==> src/rtl/alu_pkg.sv <==
`default_nettype none
// +----------------------------------------------------------------------------+
// | Module   : alu_pkg                                                          |
// | Brief    : Shared constants and beat type for the ALU result stage.         |
// | Revision : 1.0                                                              |
// +----------------------------------------------------------------------------+
package alu_pkg;

    localparam int WIDTH = 16;
    localparam int RD_W  = 4;

    localparam logic [WIDTH-1:0] SAT_MAX = 16'h7FFF;
    localparam logic [WIDTH-1:0] SAT_MIN = 16'h8000;

    // Bit positions inside the {Z,V,N} flag-write-enable vector
    localparam int FLAG_Z = 2;
    localparam int FLAG_V = 1;
    localparam int FLAG_N = 0;

    typedef struct packed {
        logic [WIDTH-1:0] result;
        logic [RD_W-1:0]  rd;
        logic             wen;
    } alu_beat_t;

endpackage
`default_nettype wire

==> src/rtl/alu_skid_fifo.sv <==
`default_nettype none
// +----------------------------------------------------------------------------+
// | Module   : alu_skid_fifo                                                    |
// | Brief    : 2-entry FIFO of alu_beat_t with push/pop/flush; head at r_head.  |
// | Revision : 1.0                                                              |
// +----------------------------------------------------------------------------+
module alu_skid_fifo
    import alu_pkg::*;
(
    input  logic      clk,
    input  logic      rst,
    input  logic      i_flush,
    input  logic      i_push,
    input  logic      i_pop,
    input  alu_beat_t i_beat,
    output alu_beat_t o_head,
    output logic [1:0] o_count,
    output logic      o_full,
    output logic      o_empty
);

    alu_beat_t  r_head;
    alu_beat_t  r_tail;
    logic [1:0] r_count;
    logic       w_push;
    logic       w_pop;

    assign o_full  = (r_count == 2'd2);
    assign o_empty = (r_count == 2'd0);
    assign w_push  = i_push && !o_full;
    assign w_pop   = i_pop && !o_empty;

    // Entries shift toward r_head so the output never needs a read mux
    always_ff @(posedge clk or posedge rst) begin
        if (rst) begin
            r_count <= 2'd0;
            r_head  <= '0;
            r_tail  <= '0;
        end else if (i_flush) begin
            r_count <= 2'd0;
        end else begin
            case ({w_push, w_pop})
                2'b10: begin
                    if (o_empty) r_head <= i_beat;
                    else         r_tail <= i_beat;
                    r_count <= r_count + 2'd1;
                end
                2'b01: begin
                    r_head  <= r_tail;
                    r_count <= r_count - 2'd1;
                end
                2'b11: begin
                    r_head <= i_beat;
                end
                default: ;
            endcase
        end
    end

    assign o_head  = r_head;
    assign o_count = r_count;

endmodule
`default_nettype wire

==> src/rtl/alu_result_stage.sv <==
`default_nettype none
// +----------------------------------------------------------------------------+
// | Module   : alu_result_stage                                                 |
// | Brief    : Saturation, Z/V/N flags and skid queue after the 16-bit CLA.     |
// |            Saturation enabled by defining ALU_SAT_EN (default: wrap).       |
// | Revision : 1.0                                                              |
// +----------------------------------------------------------------------------+
module alu_result_stage
    import alu_pkg::*;
#(
    parameter int WIDTH = alu_pkg::WIDTH,
    parameter int RD_W  = alu_pkg::RD_W
) (
    input  logic             clk,
    input  logic             rst,
    input  logic             in_valid,
    output logic             in_ready,
    input  logic [WIDTH-1:0] in_sum,
    input  logic             in_ovfl,
    input  logic [2:0]       in_flag_we,
    input  logic [RD_W-1:0]  in_rd,
    input  logic             in_wen,
    input  logic             flush,
    output logic             out_valid,
    input  logic             out_ready,
    output logic [WIDTH-1:0] out_result,
    output logic [RD_W-1:0]  out_rd,
    output logic             out_wen,
    output logic             flag_z,
    output logic             flag_v,
    output logic             flag_n
);

    logic             w_accept;
    logic             w_pop;
    logic             w_full;
    logic             w_empty;
    logic [1:0]       w_count;
    logic [WIDTH-1:0] w_result;
    alu_beat_t        w_beat;
    alu_beat_t        w_head;
    logic             r_flag_z;
    logic             r_flag_v;
    logic             r_flag_n;

    // in_ready depends only on registered occupancy, never on out_ready
    assign in_ready  = !w_full;
    assign out_valid = !w_empty;
    assign w_accept  = in_valid && in_ready && !flush;
    assign w_pop     = out_valid && out_ready && !flush;

    always_comb begin
        w_result = in_sum;
`ifdef ALU_SAT_EN
        // A set sign bit on overflow means the true result was positive
        if (in_ovfl) w_result = in_sum[WIDTH-1] ? SAT_MAX : SAT_MIN;
`endif
    end

    always_ff @(posedge clk or posedge rst) begin
        if (rst) begin
            r_flag_z <= 1'b0;
            r_flag_v <= 1'b0;
            r_flag_n <= 1'b0;
        end else if (w_accept) begin
            if (in_flag_we[FLAG_Z]) r_flag_z <= (w_result == '0);
            if (in_flag_we[FLAG_V]) r_flag_v <= in_ovfl;
            if (in_flag_we[FLAG_N]) r_flag_n <= w_result[WIDTH-1];
        end
    end

    assign w_beat = '{result: w_result, rd: in_rd, wen: in_wen};

    alu_skid_fifo u_fifo (
        .clk     (clk),
        .rst     (rst),
        .i_flush (flush),
        .i_push  (w_accept),
        .i_pop   (w_pop),
        .i_beat  (w_beat),
        .o_head  (w_head),
        .o_count (w_count),
        .o_full  (w_full),
        .o_empty (w_empty)
    );

    assert property (@(posedge clk) disable iff (rst) w_count != 2'd3);

    assign out_result = w_head.result;
    assign out_rd     = w_head.rd;
    assign out_wen    = w_head.wen;
    assign flag_z     = r_flag_z;
    assign flag_v     = r_flag_v;
    assign flag_n     = r_flag_n;

endmodule
`default_nettype wire

==> config.mk <==
export PLATFORM = sky130hd
export DESIGN_NAME = alu_result_stage
export DESIGN_NICKNAME = d
export VERILOG_FILES = /design/src/rtl/alu_pkg.sv /design/src/rtl/alu_skid_fifo.sv /design/src/rtl/alu_result_stage.sv
export SDC_FILE = /design/constraint.sdc
export NUM_CORES = 1
export LEC_CHECK = 0
export ABC_AREA = 1
export BUFFER_PORTS_ARGS = -buffer_cell sky130_fd_sc_hd__buf_2
export CAP_MARGIN = 20
export CELL_PAD_IN_SITES_DETAIL_PLACEMENT = 0
export CELL_PAD_IN_SITES_GLOBAL_PLACEMENT = 1
export CORE_ASPECT_RATIO = 0.6
export CORE_UTILIZATION = 41
export CTS_CLUSTER_SIZE = 24
export DETAILED_ROUTE_END_ITERATION = 16
export GPL_ROUTABILITY_DRIVEN = 0
export PLACE_DENSITY = 0.89
export SLEW_MARGIN = 20
export SYNTH_ARGS = -nofsm -noshare
export SYNTH_HDL_FRONTEND = slang
export SYNTH_SLANG_ARGS = --single-unit
==> constraint.sdc <==
create_clock -name clk -period 3.2 [get_ports clk]
set_clock_uncertainty 0.05 [all_clocks]
set_input_delay 0.64 -clock clk [delete_from_list [all_inputs] [get_ports clk]]
set_output_delay 0.64 -clock clk [all_outputs]
set_load 0.03 [all_outputs]
==> results of run 1 <==
cells in the final DEF, fill, tap and decap left out:
cell type  synthesis  final
nor2_2             1      1
nand2_4            2      2
dfrtp_1           47     47
nand2_1           99     99
a21oi_2            1      1
buf_2              2     55
nand3_1            2      2
nand3_2            1      1
nand4_1            7      7
o21ai_1           33     33
inv_1             25     24
o21ai_0           12     12
nand2_2            2      2
clkbuf_8           0      5
clkbuf_1           0      2
nor2_4             2      2
clkinv_2           0      1
inv_2              4      5
buf_12             0      1
nor2_1            27     27
o21ai_2            1      1
how the worst max path moves through the flow:
stage / slack, ns / depth (start not counted) / end / start
2_1_floorplan: 1.39 / 1 / flag_n / rst
3_3_place_gp: 0.77 / 7 / u_fifo.o_head[0] / flush
3_5_place_dp: 0.74 / 7 / u_fifo.o_head[20] / flush
6_report: 1.07 / 6 / u_fifo.o_head[8] / u_fifo.o_count[0]
4_1_cts: 1.02 / 6 / u_fifo.o_head[8] / u_fifo.o_count[0]
5_1_grt: 0.81 / 6 / u_fifo.o_head[8] / u_fifo.o_count[0]
worst reg2reg max path, stage by stage, from the launching register on:
cell,delay [ns]
dfrtp_1,0.44
inv_2,0.13
nand2_4,0.08
o21ai_2,0.72
inv_2,0.38
nand2_1,0.14
o21ai_1,0.08
cell type report:
type | count | area (sq um)
well taps | 66 | 82.6
multi-input cells | 190 | 843
clock buffers | 7 | 76.3
repair buffers | 56 | 295
flip-flops and latches | 47 | 1180
fillers | 511 | 2570
inverters | 29 | 109
clock inverters | 1 | 5.00
stage by stage:
stage | std cells | total power [mW]
final | 396 | 1.70
after global routing | 396 | 1.81
after CTS | 395 | 1.71
after detailed placement | 387 | 1.36
after global placement | 387 | 1.35
after floorplan | 278 | 1.22
power breakdown:
part | internal, mW | leakage [nW] | switching, mW
clock network | 0.154 | 0.0422 | 0.190
logic | 0.159 | 0.819 | 0.326
registers | 0.768 | 0.592 | 0.0985
total | 1.08 | 1.45 | 0.615
routing by layer:
| layer | routed length (microns) | up-vias |
|---|---|---|
| met4 | 17 | 0 |
| met3 | 248 | 2 |
| met5 | 0 | - |
| met1 | 2490 | 815 |
| met2 | 1980 | 39 |
| li1 | - | 962 |
cells by family (layout without fill, tap and decap cells):
group,Yosys count,in the layout,share of synthesized area (%)
and+or+nand+nor,143,143,26.9
AOI/OAI and AO/OA,47,47,10.9
DFF,47,47,52.7
buffers and inverters,41,93,9.53
registers in the layout, summed over array words and instances (netlist names):
signal          count
flag_z              1
u_fifo.o_count      2
flag_n              1
u_fifo.r_tail      21
flag_v              1
u_fifo.o_head      21
==> reports/metrics.yaml, run 1 <==
cts_hold_buf: 0
synth_commonest_cells: "nand2_1, dfrtp_1, o21ai_1"
grt_pass1_vias: 1652
postSynthAreaPerCell_sq_um: 8.03
path_common_cell: "inv_2"
rsz0062_at_grt: "false"
cts_setup_buffers: 0
syn_nets: 308
vias: 1818
clock_latency_ns: 0.29
area_growth_pct: 15.9
tightest_slew_ns: 0.908
drv_slew: 0
maxSlewHeadroom_pct: 39.4
drv_cap: 0
met3_usage_pct: 5.07
synth-seq-cells: 47
htree_levels: 2
cts-root-buf: "clkbuf_8"
power_density_nw_per_um2: 655
crit_path_end_kind: "register"
dp_hpwl_microns: 3130
fin_util_pct: 50.2
synthCells: 278
startpoint_type: "register"
wl_microns: 4740
synth_area_sq_um: 2230
hold_viol_final: 0
ant_nets: 0
status: "finished, final reports clean"
grt_antenna_before_repair: 0
yosysTopAreaCell: "dfrtp_1"
setup_viol: 0
top_usage_layer: "met2"
overflow: 0
core-area_sq_um: 5150
vias_per_cell: 4.59
drive_above_1_share_pct: 23.3
critPathArrivalTime_ns: 2.26
io_buffers: 55
holdWs_ns: 0.293
ctsResizeCount: 0
setup_ws_ns: 1.07
synth_top_area_share_pct: 52.7
dr.pass1.iters: 4
period_share_pct: 66.6
max_freq_ghz: 0.469
nets: 359
synth-edff-count: 0
die_h_microns: 59.2
grt_pass1_wl_microns: 7850
cts_inserted_buffers: 5
critPathBufInv: 2
fin_setup_tns_ns: 0
design_area_sq_um: 2590
period_minus_slack_ns: 2.13
async_flop_share_pct: 100
setup.worst_path.class: "reg2reg"
cp_top_family: "compound AO/OA/AOI/OAI gates"
ios: 56
post_drt_wl_per_cell_microns: 12.0
clkSinkCount: 47
clk_pin_slew_ns: 0.08
r2r_cells: 6
reg2reg_from: "u_fifo.o_count[0]"
grt_use_met1_pct: 24.6
cp_data_required_time_ns: 3.33
hp-class: "in2async"
post-route-drc-count: 0
clock_path_buffers: 2
crit_path_cell_trace: "inv_2, nand2_4, o21ai_2, inv_2, nand2_1, o21ai_1"
place_area_sq_um: 2490
cp_max_fo: 22
power.leakage_nw: 1.45
r2r_slack_ns: 1.07
pre_cts_slack_ns: 0.742
die-area_sq_um: 5750
synth.most_common_cell: "nand2_1"
ir_drop_mv: 0.254
cts_tree: "built"
ys_types: 19
cpMaxStageDelayCell: "o21ai_2"
max_stage_delay_ns: 0.72
yosysSeqAreaShare_pct: 52.7
ys.flop_type: "dfrtp_1"
row_count: 20
die_x_microns: 97.3
start_util_pct: 43.3
ys_warn_count: 0
groute.usage.overall_pct: 17.5
n_antenna_cell: 0
timing.rr.end: "u_fifo.o_head[8]"
ys_top_cells_by_area: "dfrtp_1, nand2_1, o21ai_1"
gr-usage-met2_pct: 27.0
grt_max_degree: 48
drt_iter0_drc: 112
Power figures use the tool's default switching activity.
==> run 2, diff against run 1 <==
--- a/config.mk
+++ b/config.mk
@@ -11,11 +11,11 @@
 export CELL_PAD_IN_SITES_DETAIL_PLACEMENT = 0
 export CELL_PAD_IN_SITES_GLOBAL_PLACEMENT = 1
 export CORE_ASPECT_RATIO = 0.6
-export CORE_UTILIZATION = 41
+export CORE_UTILIZATION = 38
 export CTS_CLUSTER_SIZE = 24
 export DETAILED_ROUTE_END_ITERATION = 16
 export GPL_ROUTABILITY_DRIVEN = 0
-export PLACE_DENSITY = 0.89
+export PLACE_DENSITY = 0.84
 export SLEW_MARGIN = 20
 export SYNTH_ARGS = -nofsm -noshare
 export SYNTH_HDL_FRONTEND = slang
==> constraint.sdc (replaced) <==
create_clock -name clk -period 2.2 [get_ports clk]
set_clock_uncertainty 0.05 [all_clocks]
set_input_delay 0.44 -clock clk [delete_from_list [all_inputs] [get_ports clk]]
set_output_delay 0.44 -clock clk [all_outputs]
set_load 0.03 [all_outputs]
==> reports/metrics.yaml, run 2 (same netlist as run 1, synthesis figures left out) <==
grt_pass1_wl_microns: 8220  # was 7850 microns
ios: 56  # unchanged
core-area_sq_um: 5620  # was 5150 sq um
area.sequential_sq_um: 1180  # unchanged
hold_viol_final: 0  # unchanged
nets: 362  # was 359
cpMaxStageDelayCell: "dfrtp_1"  # was o21ai_2
multi_input_area_sq_um: 843  # unchanged
n_antenna_cell: 0  # unchanged
period_minus_slack_ns: 1.63
clock_latency_ns: 0.30  # was 0.29 ns
power.leakage_nw: 1.47  # was 1.45 nW
vias_per_cell: 4.56  # was 4.59
dr.pass1.iters: 6  # was 4
rsz0062_at_grt: "false"  # unchanged
max_freq_ghz: 0.615
die_x_microns: 101  # was 97.3 microns
vias: 1885  # was 1818
hp-class: "in2async"  # unchanged
die-area_sq_um: 6190  # was 5750 sq um
fin_util_pct: 46.8  # was 50.2%
clock_path_buffers: 2  # unchanged
internal_power_mw: 1.61  # was 1.08 mW
critPathBufInv: 2  # unchanged
area_growth_pct: 17.8  # was 15.9%
startpoint_type: "register"  # unchanged
seqPwrFrac_pct: 49.7  # was 51.1%
p_clk_share_pct: 22.0  # was 20.3%
fill_cells: 610  # was 511
crit_cells: 3  # was 6
cts-root-buf: "clkbuf_8"  # unchanged
cp_data_required_time_ns: 1.71  # was 3.33 ns
dp_hpwl_microns: 3400  # was 3130 microns
max_stage_delay_ns: 0.45  # was 0.72 ns
grt_pass1_vias: 1721  # was 1652
post_drt_wl_per_cell_microns: 11.9  # was 12.0 microns
overflow: 0  # unchanged
clk_pin_slew_ns: 0.09  # was 0.08 ns
wl_microns: 4920  # was 4740 microns
groute.usage.overall_pct: 17.8  # was 17.5%
switching_share_pct: 36.2  # was 36.3%
netSwitchingPower_uw: 912  # was 615 uW
htree_levels: 2  # unchanged
period_share_pct: 73.9
tightest_slew_ns: 0.470  # was 0.908 ns
grt_max_degree: 47  # was 48
r2r_cells: 7  # was 6
maxSlewHeadroom_pct: 68.6  # was 39.4%
fin_setup_tns_ns: 0  # unchanged
clkSinkCount: 47  # unchanged
cts_tree: "built"  # unchanged
grt_antenna_before_repair: 0  # unchanged
cp_max_fo: 5  # was 22
critPathArrivalTime_ns: 1.14  # was 2.26 ns
ant_nets: 0  # unchanged
drv_slew: 0  # unchanged
die_h_microns: 61.4  # was 59.2 microns
pwr-share-comb_pct: 28.2  # was 28.6%
crit_path_end_kind: "primary output"  # was register
drive_above_1_share_pct: 24.3  # was 23.3%
cp_top_family: "flip-flops"  # was compound AO/OA/AOI/OAI gates
cts_inserted_buffers: 5  # unchanged
post-route-drc-count: 0  # unchanged
cts_hold_buf: 0  # unchanged
io_buffers: 55  # unchanged
drt_iter0_drc: 97  # was 112
final_common_cell: "nand2_1"  # unchanged
ir_drop_mv: 0.424  # was 0.254 mV
row_count: 21  # was 20
setup_viol: 0  # unchanged
setup.worst_path.class: "reg2out"  # was reg2reg
layout_common_cells: "nand2_1, buf_2, dfrtp_1"  # unchanged
ctsResizeCount: 0  # unchanged
crit_path_cell_trace: "inv_2, nand2_4, buf_2"  # was inv_2, nand2_4, o21ai_2, inv_2, nand2_1, o21ai_1
drv_cap: 0  # unchanged
cts_setup_buffers: 0  # unchanged
start_util_pct: 39.7  # was 43.3%
status: "finished, final reports clean"  # unchanged
power_density_nw_per_um2: 959  # was 655 nW/um^2
[run 2: changes by cell type in the layout (fill, tap and decap cells not counted)]
cell,delta
buf_4,+4
buf_12,-1
clkbuf_1,-1
clkbuf_8,+1
clkinv_2,-1
clkinv_4,+1
[run 2: metal layers]
layer	track usage, %	vias up	share of wire (%)	routed length, microns
met3	4.43	5	5.6	277
met2	26.6	55	40	1940
met1	25.7	850	54	2650
li1	-	975	-	-
met5	0	-	0	0
met4	5.59	0	0.85	42
[run 2: worst register-to-register path, cell delays in order, from the launching register on]
cell,delay (ns)
dfrtp_1,0.46
nor2_1,0.21
nor2_4,0.07
nand2_4,0.36
o21ai_0,0.17
nand2_1,0.09
nand2_1,0.05
nand2_1,0.06
[run 2: power groups by stage]
stage                     clock network [mW]  logic (mW)  registers [mW]
after floorplan                            0       0.328            1.45
after global placement                     0       0.707            1.27
after detailed placement                   0       0.721            1.27
after CTS                              0.572       0.721            1.25
after global routing                   0.609       0.811            1.29
final                                  0.555       0.712            1.25
[run 2: worst paths after layout]
path	startpoint	to	slack, ns
max	u_fifo.o_count[0]	out_valid	0.57
min	rst	u_fifo.o_head[16]	0.09
max reg2reg	u_fifo.o_count[1]	u_fifo.o_count[1]	0.63
min reg2reg	u_fifo.o_head[14]	u_fifo.o_head[14]	0.44
max in group asynchronous	rst	u_fifo.r_tail[3]	1.43
min in group clk	in_ovfl	flag_v	0.33
[run 2: area by class of cell]
cell class / count / area share, %
clock inverter: 1 / 0.333
clock buffer: 7 / 3.28
timing repair buffer: 59 / 11.6
tap: 80 / 3.81
inverter: 29 / 4.14
sequential: 47 / 44.7
multi-input combinational: 190 / 32.1
[run 2: metrics by stage]
step	area, sq um	worst slack [ns]	hold slack, ns	total power [mW]	instances
3_3_place_gp	2530	0.576	0.415	1.97	405
2_1_floorplan	2230	0.594	0.404	1.78	278
4_1_cts	2630	0.556	0.0986	2.55	413
5_1_grt	2630	0.449	0.114	2.71	413
6_report	2630	0.573	0.0859	2.52	413
3_5_place_dp	2530	0.547	0.423	1.99	405
==> run 3, diff against run 2 <==
--- a/config.mk
+++ b/config.mk
@@ -5,7 +5,7 @@
 export SDC_FILE = /design/constraint.sdc
 export NUM_CORES = 1
 export LEC_CHECK = 0
-export ABC_AREA = 1
+export ABC_AREA = 0
 export BUFFER_PORTS_ARGS = -buffer_cell sky130_fd_sc_hd__buf_2
 export CAP_MARGIN = 20
 export CELL_PAD_IN_SITES_DETAIL_PLACEMENT = 0
@@ -15,7 +15,7 @@
 export CTS_CLUSTER_SIZE = 24
 export DETAILED_ROUTE_END_ITERATION = 16
 export GPL_ROUTABILITY_DRIVEN = 0
-export PLACE_DENSITY = 0.84
+export PLACE_DENSITY = 0.8
 export SLEW_MARGIN = 20
 export SYNTH_ARGS = -nofsm -noshare
 export SYNTH_HDL_FRONTEND = slang
==> constraint.sdc (replaced) <==
create_clock -name clk -period 1.4 [get_ports clk]
set_clock_uncertainty 0.05 [all_clocks]
set_input_delay 0.28 -clock clk [delete_from_list [all_inputs] [get_ports clk]]
set_output_delay 0.28 -clock clk [all_outputs]
set_load 0.03 [all_outputs]
==> reports/metrics.yaml, run 3 <==
row_count: 22  # was 21
internal_power_mw: 2.89  # was 1.61 mW
cp_data_required_time_ns: 1.07  # was 1.71 ns
synth_area_sq_um: 2480  # was 2230 sq um
hp-class: "in2reg"  # was in2async
rsz0062_at_grt: "true"  # was false
area_growth_pct: 35.4  # was 17.8%
setup_viol: 45  # was 0
synth-seq-cells: 47  # unchanged
drt_iter0_drc: 178  # was 97
min_to: "flag_v"
post-route-drc-count: 0  # unchanged
tightest_slew_ns: 0.482  # was 0.470 ns
syn_nets: 238  # was 308
ys_top_cells_by_area: "dfrtp_1, mux2_4, nand4b_1"  # was dfrtp_1, nand2_1, o21ai_1
die-area_sq_um: 6870  # was 6190 sq um
drive_above_1_share_pct: 47.5  # was 24.3%
io_buffers: 55  # unchanged
period_minus_slack_ns: 1.58
dr.pass1.iters: 4  # was 6
cts_tree: "built"  # unchanged
holdWs_ns: 0.128  # was 0.0859 ns
netSwitchingPower_mw: 1.48  # was 912 uW
worstHoldPathCells: 2
seqPwrFrac_pct: 42.8  # was 49.7%
drv_slew: 0  # unchanged
power_density_nw_per_um2: 1300  # was 959 nW/um^2
start_util_pct: 40.1  # was 39.7%
max_freq_ghz: 0.634
nets: 313  # was 362
cpMaxStageDelayCell: "dfrtp_2"  # was dfrtp_1
period_share_pct: 113
max_stage_delay_ns: 0.47  # was 0.45 ns
yosysTopAreaCell: "dfrtp_1"  # unchanged
place_area_sq_um: 3030  # was 2530 sq um
die_x_microns: 106  # was 101 microns
core-area_sq_um: 6190  # was 5620 sq um
synth-edff-count: 0  # unchanged
worstHoldStart: "in_ovfl"
final_common_cell: "buf_2"  # was nand2_1
wl_met3_microns: 491  # was 277 microns
ys_types: 29  # was 19
setup.worst_path.class: "reg2out"  # unchanged
n_antenna_cell: 0  # unchanged
ys_warn_count: 0  # unchanged
pwr-share-comb_pct: 32.7  # was 28.2%
overflow: 0  # unchanged
switching_share_pct: 33.9  # was 36.2%
ant_nets: 0  # unchanged
grt_pass1_wl_microns: 11800  # was 8220 microns
fin_util_pct: 54.2  # was 46.8%
top_signal_layer_used: "met4"  # unchanged
die_h_microns: 64.6  # was 61.4 microns
ios: 56  # unchanged
synth_top_area_share_pct: 47.4  # was 52.7%
status: "complete, but fails checks"  # was finished, final reports clean
cp_max_fo: 4  # was 5
reg2reg_from: "u_fifo.o_count[1]"  # unchanged
setup_ws_ns: -0.177  # was 0.573 ns
postSynthAreaPerCell_sq_um: 11.9  # was 8.03 sq um
ir_drop_mv: 0.591  # was 0.424 mV
drv_cap: 0  # unchanged
timing.rr.end: "u_fifo.o_head[17]"  # was u_fifo.o_count[1]
wl_microns: 7400  # was 4920 microns
cts_inserted_buffers: 5  # unchanged
critPathArrivalTime_ns: 1.25  # was 1.14 ns
maxSlewHeadroom_pct: 67.6  # was 68.6%
clk_pin_slew_ns: 0.10  # was 0.09 ns
grt_antenna_before_repair: 0  # unchanged
synth.most_common_cell: "dfrtp_1"  # was nand2_1
clock_path_buffers: 2  # unchanged
grt_max_degree: 27  # was 47
wl_met2_microns: 3240  # was 1940 microns
groute.usage.overall_pct: 22.9  # was 17.8%
async_flop_share_pct: 100  # unchanged
synthCells: 208  # was 278
power.leakage_nw: 1.39  # was 1.47 nW
clkSinkCount: 47  # unchanged
finalPower_mw: 4.36  # was 2.52 mW
met1Wirelength_microns: 3610  # was 2650 microns
vias: 2142  # was 1885
ys.flop_type: "dfrtp_1"  # unchanged
design_area_sq_um: 3360  # was 2630 sq um
clock_latency_ns: 0.31  # was 0.30 ns
r2r_cells: 5  # was 7
vias_per_cell: 5.82  # was 4.56
layout_common_cells: "buf_2, dfrtp_1, nand4b_1, a211oi_1, mux2_4"  # was nand2_1, buf_2, dfrtp_1
cts-root-buf: "clkbuf_8"  # unchanged
r2r_slack_ns: -0.17  # was 0.63 ns
violations: "negative setup slack"
yosysSeqAreaShare_pct: 47.4  # was 52.7%
synth_commonest_cells: "dfrtp_1, a211oi_1, a31oi_1, nand4b_1, o31ai_1"  # was nand2_1, dfrtp_1, o21ai_1
post_drt_wl_per_cell_microns: 20.1  # was 11.9 microns
p_clk_share_pct: 24.4  # was 22.0%
dp_hpwl_microns: 4700  # was 3400 microns
grt_pass1_vias: 2119  # was 1721
startpoint_type: "register"  # unchanged
pre_cts_slack_ns: -0.0925  # was 0.547 ns
crit_path_end_kind: "primary output"  # unchanged
hold_viol_final: 0  # unchanged
crit_path_cell_trace: "nor2_4, inv_4, buf_12, buf_8"  # was inv_2, nand2_4, buf_2
htree_levels: 2  # unchanged
-- run 3: cell count changes after synthesis, moves of 5 or more --
cell / delta
a31oi_1: +21
o21ai_1: -33
o21ai_0: -10
inv_1: -23
buf_2: +14
o31ai_1: +21
mux2_4: +20
nor2_1: -27
a211oi_1: +21
nand2_1: -99
nand4_1: -6
nand4b_1: +21
buf_4: -5
-- run 3: worst max path at each step --
| stage | slack (ns) | to | startpoint |
|---|---|---|---|
| global placement | -0.08 | u_fifo.r_tail[10] | flush |
| global route | -0.21 | u_fifo.o_head[7] | u_fifo.o_count[1] |
| CTS | -0.15 | out_valid | u_fifo.o_count[0] |
| floorplan | 0.07 | u_fifo.r_tail[0] | u_fifo.o_count[0] |
| finish | -0.18 | out_valid | u_fifo.o_count[0] |
| detailed placement | -0.09 | u_fifo.r_tail[9] | flush |
-- run 3: layer usage --
metal	GRT usage (%)	vias to the layer above
met5	0	-
met4	5.90	0
met3	4.12	8
met2	32.4	97
met1	35.2	1060
li1	-	977
-- run 3: critical path: cells and delay by family, from the launching register on --
kind	cells	cell delay, ns
AND/OR/NAND/NOR	1	0.15
buffers and inverters	3	0.31
flip-flops	1	0.47
-- run 3: area by class of cell --
| class | instances | area [sq um] |
|---|---|---|
| repair buffers | 90 | 703 |
| fillers | 538 | 2840 |
| well taps | 84 | 105 |
| multi-input cells | 135 | 1230 |
| inverters | 4 | 21.3 |
| flip-flops and latches | 47 | 1180 |
| clock buffers | 6 | 82.6 |
| clock inverters | 2 | 35.0 |
-- run 3: timing repair --
action | in CTS | in global routing
setup endpoints to repair | 42 | 45
endpoints found under the hold margin | 13 | 0
pin swaps | 2 | 1
gates cloned | 1 | 0
hold buffers | 1 | 0
buffers inserted | 8 | 1
resized for setup | 12 | 17
-- run 3: kinds of logic (layout without fill, tap and decap cells) --
kind of cell / after synthesis / in the layout / share of synthesized area, %
and+or+nand+nor: 41 / 41 / 13.8
buffers and inverters: 26 / 102 / 5.35
muxes: 24 / 24 / 13.9
DFF: 47 / 47 / 47.4
AOI/OAI and AO/OA: 70 / 70 / 19.6
-- run 3: metrics by stage --
stage / TNS [ns] / cells
finish: -5.39 / 368
global route: -6.76 / 368
CTS: -4.06 / 367
detailed placement: -1.84 / 349
global placement: -1.38 / 349
floorplan: 0 / 208
-- run 3: power groups by stage --
stage                     Clock [mW]  Sequential, mW  Combinational [mW]
final                           1.07            1.87                1.43
after global routing            1.13            1.90                1.53
after CTS                       1.07            1.87                1.39
after detailed placement           0            1.89                1.34
after global placement             0            1.88                1.31
after floorplan                    0            2.15               0.603
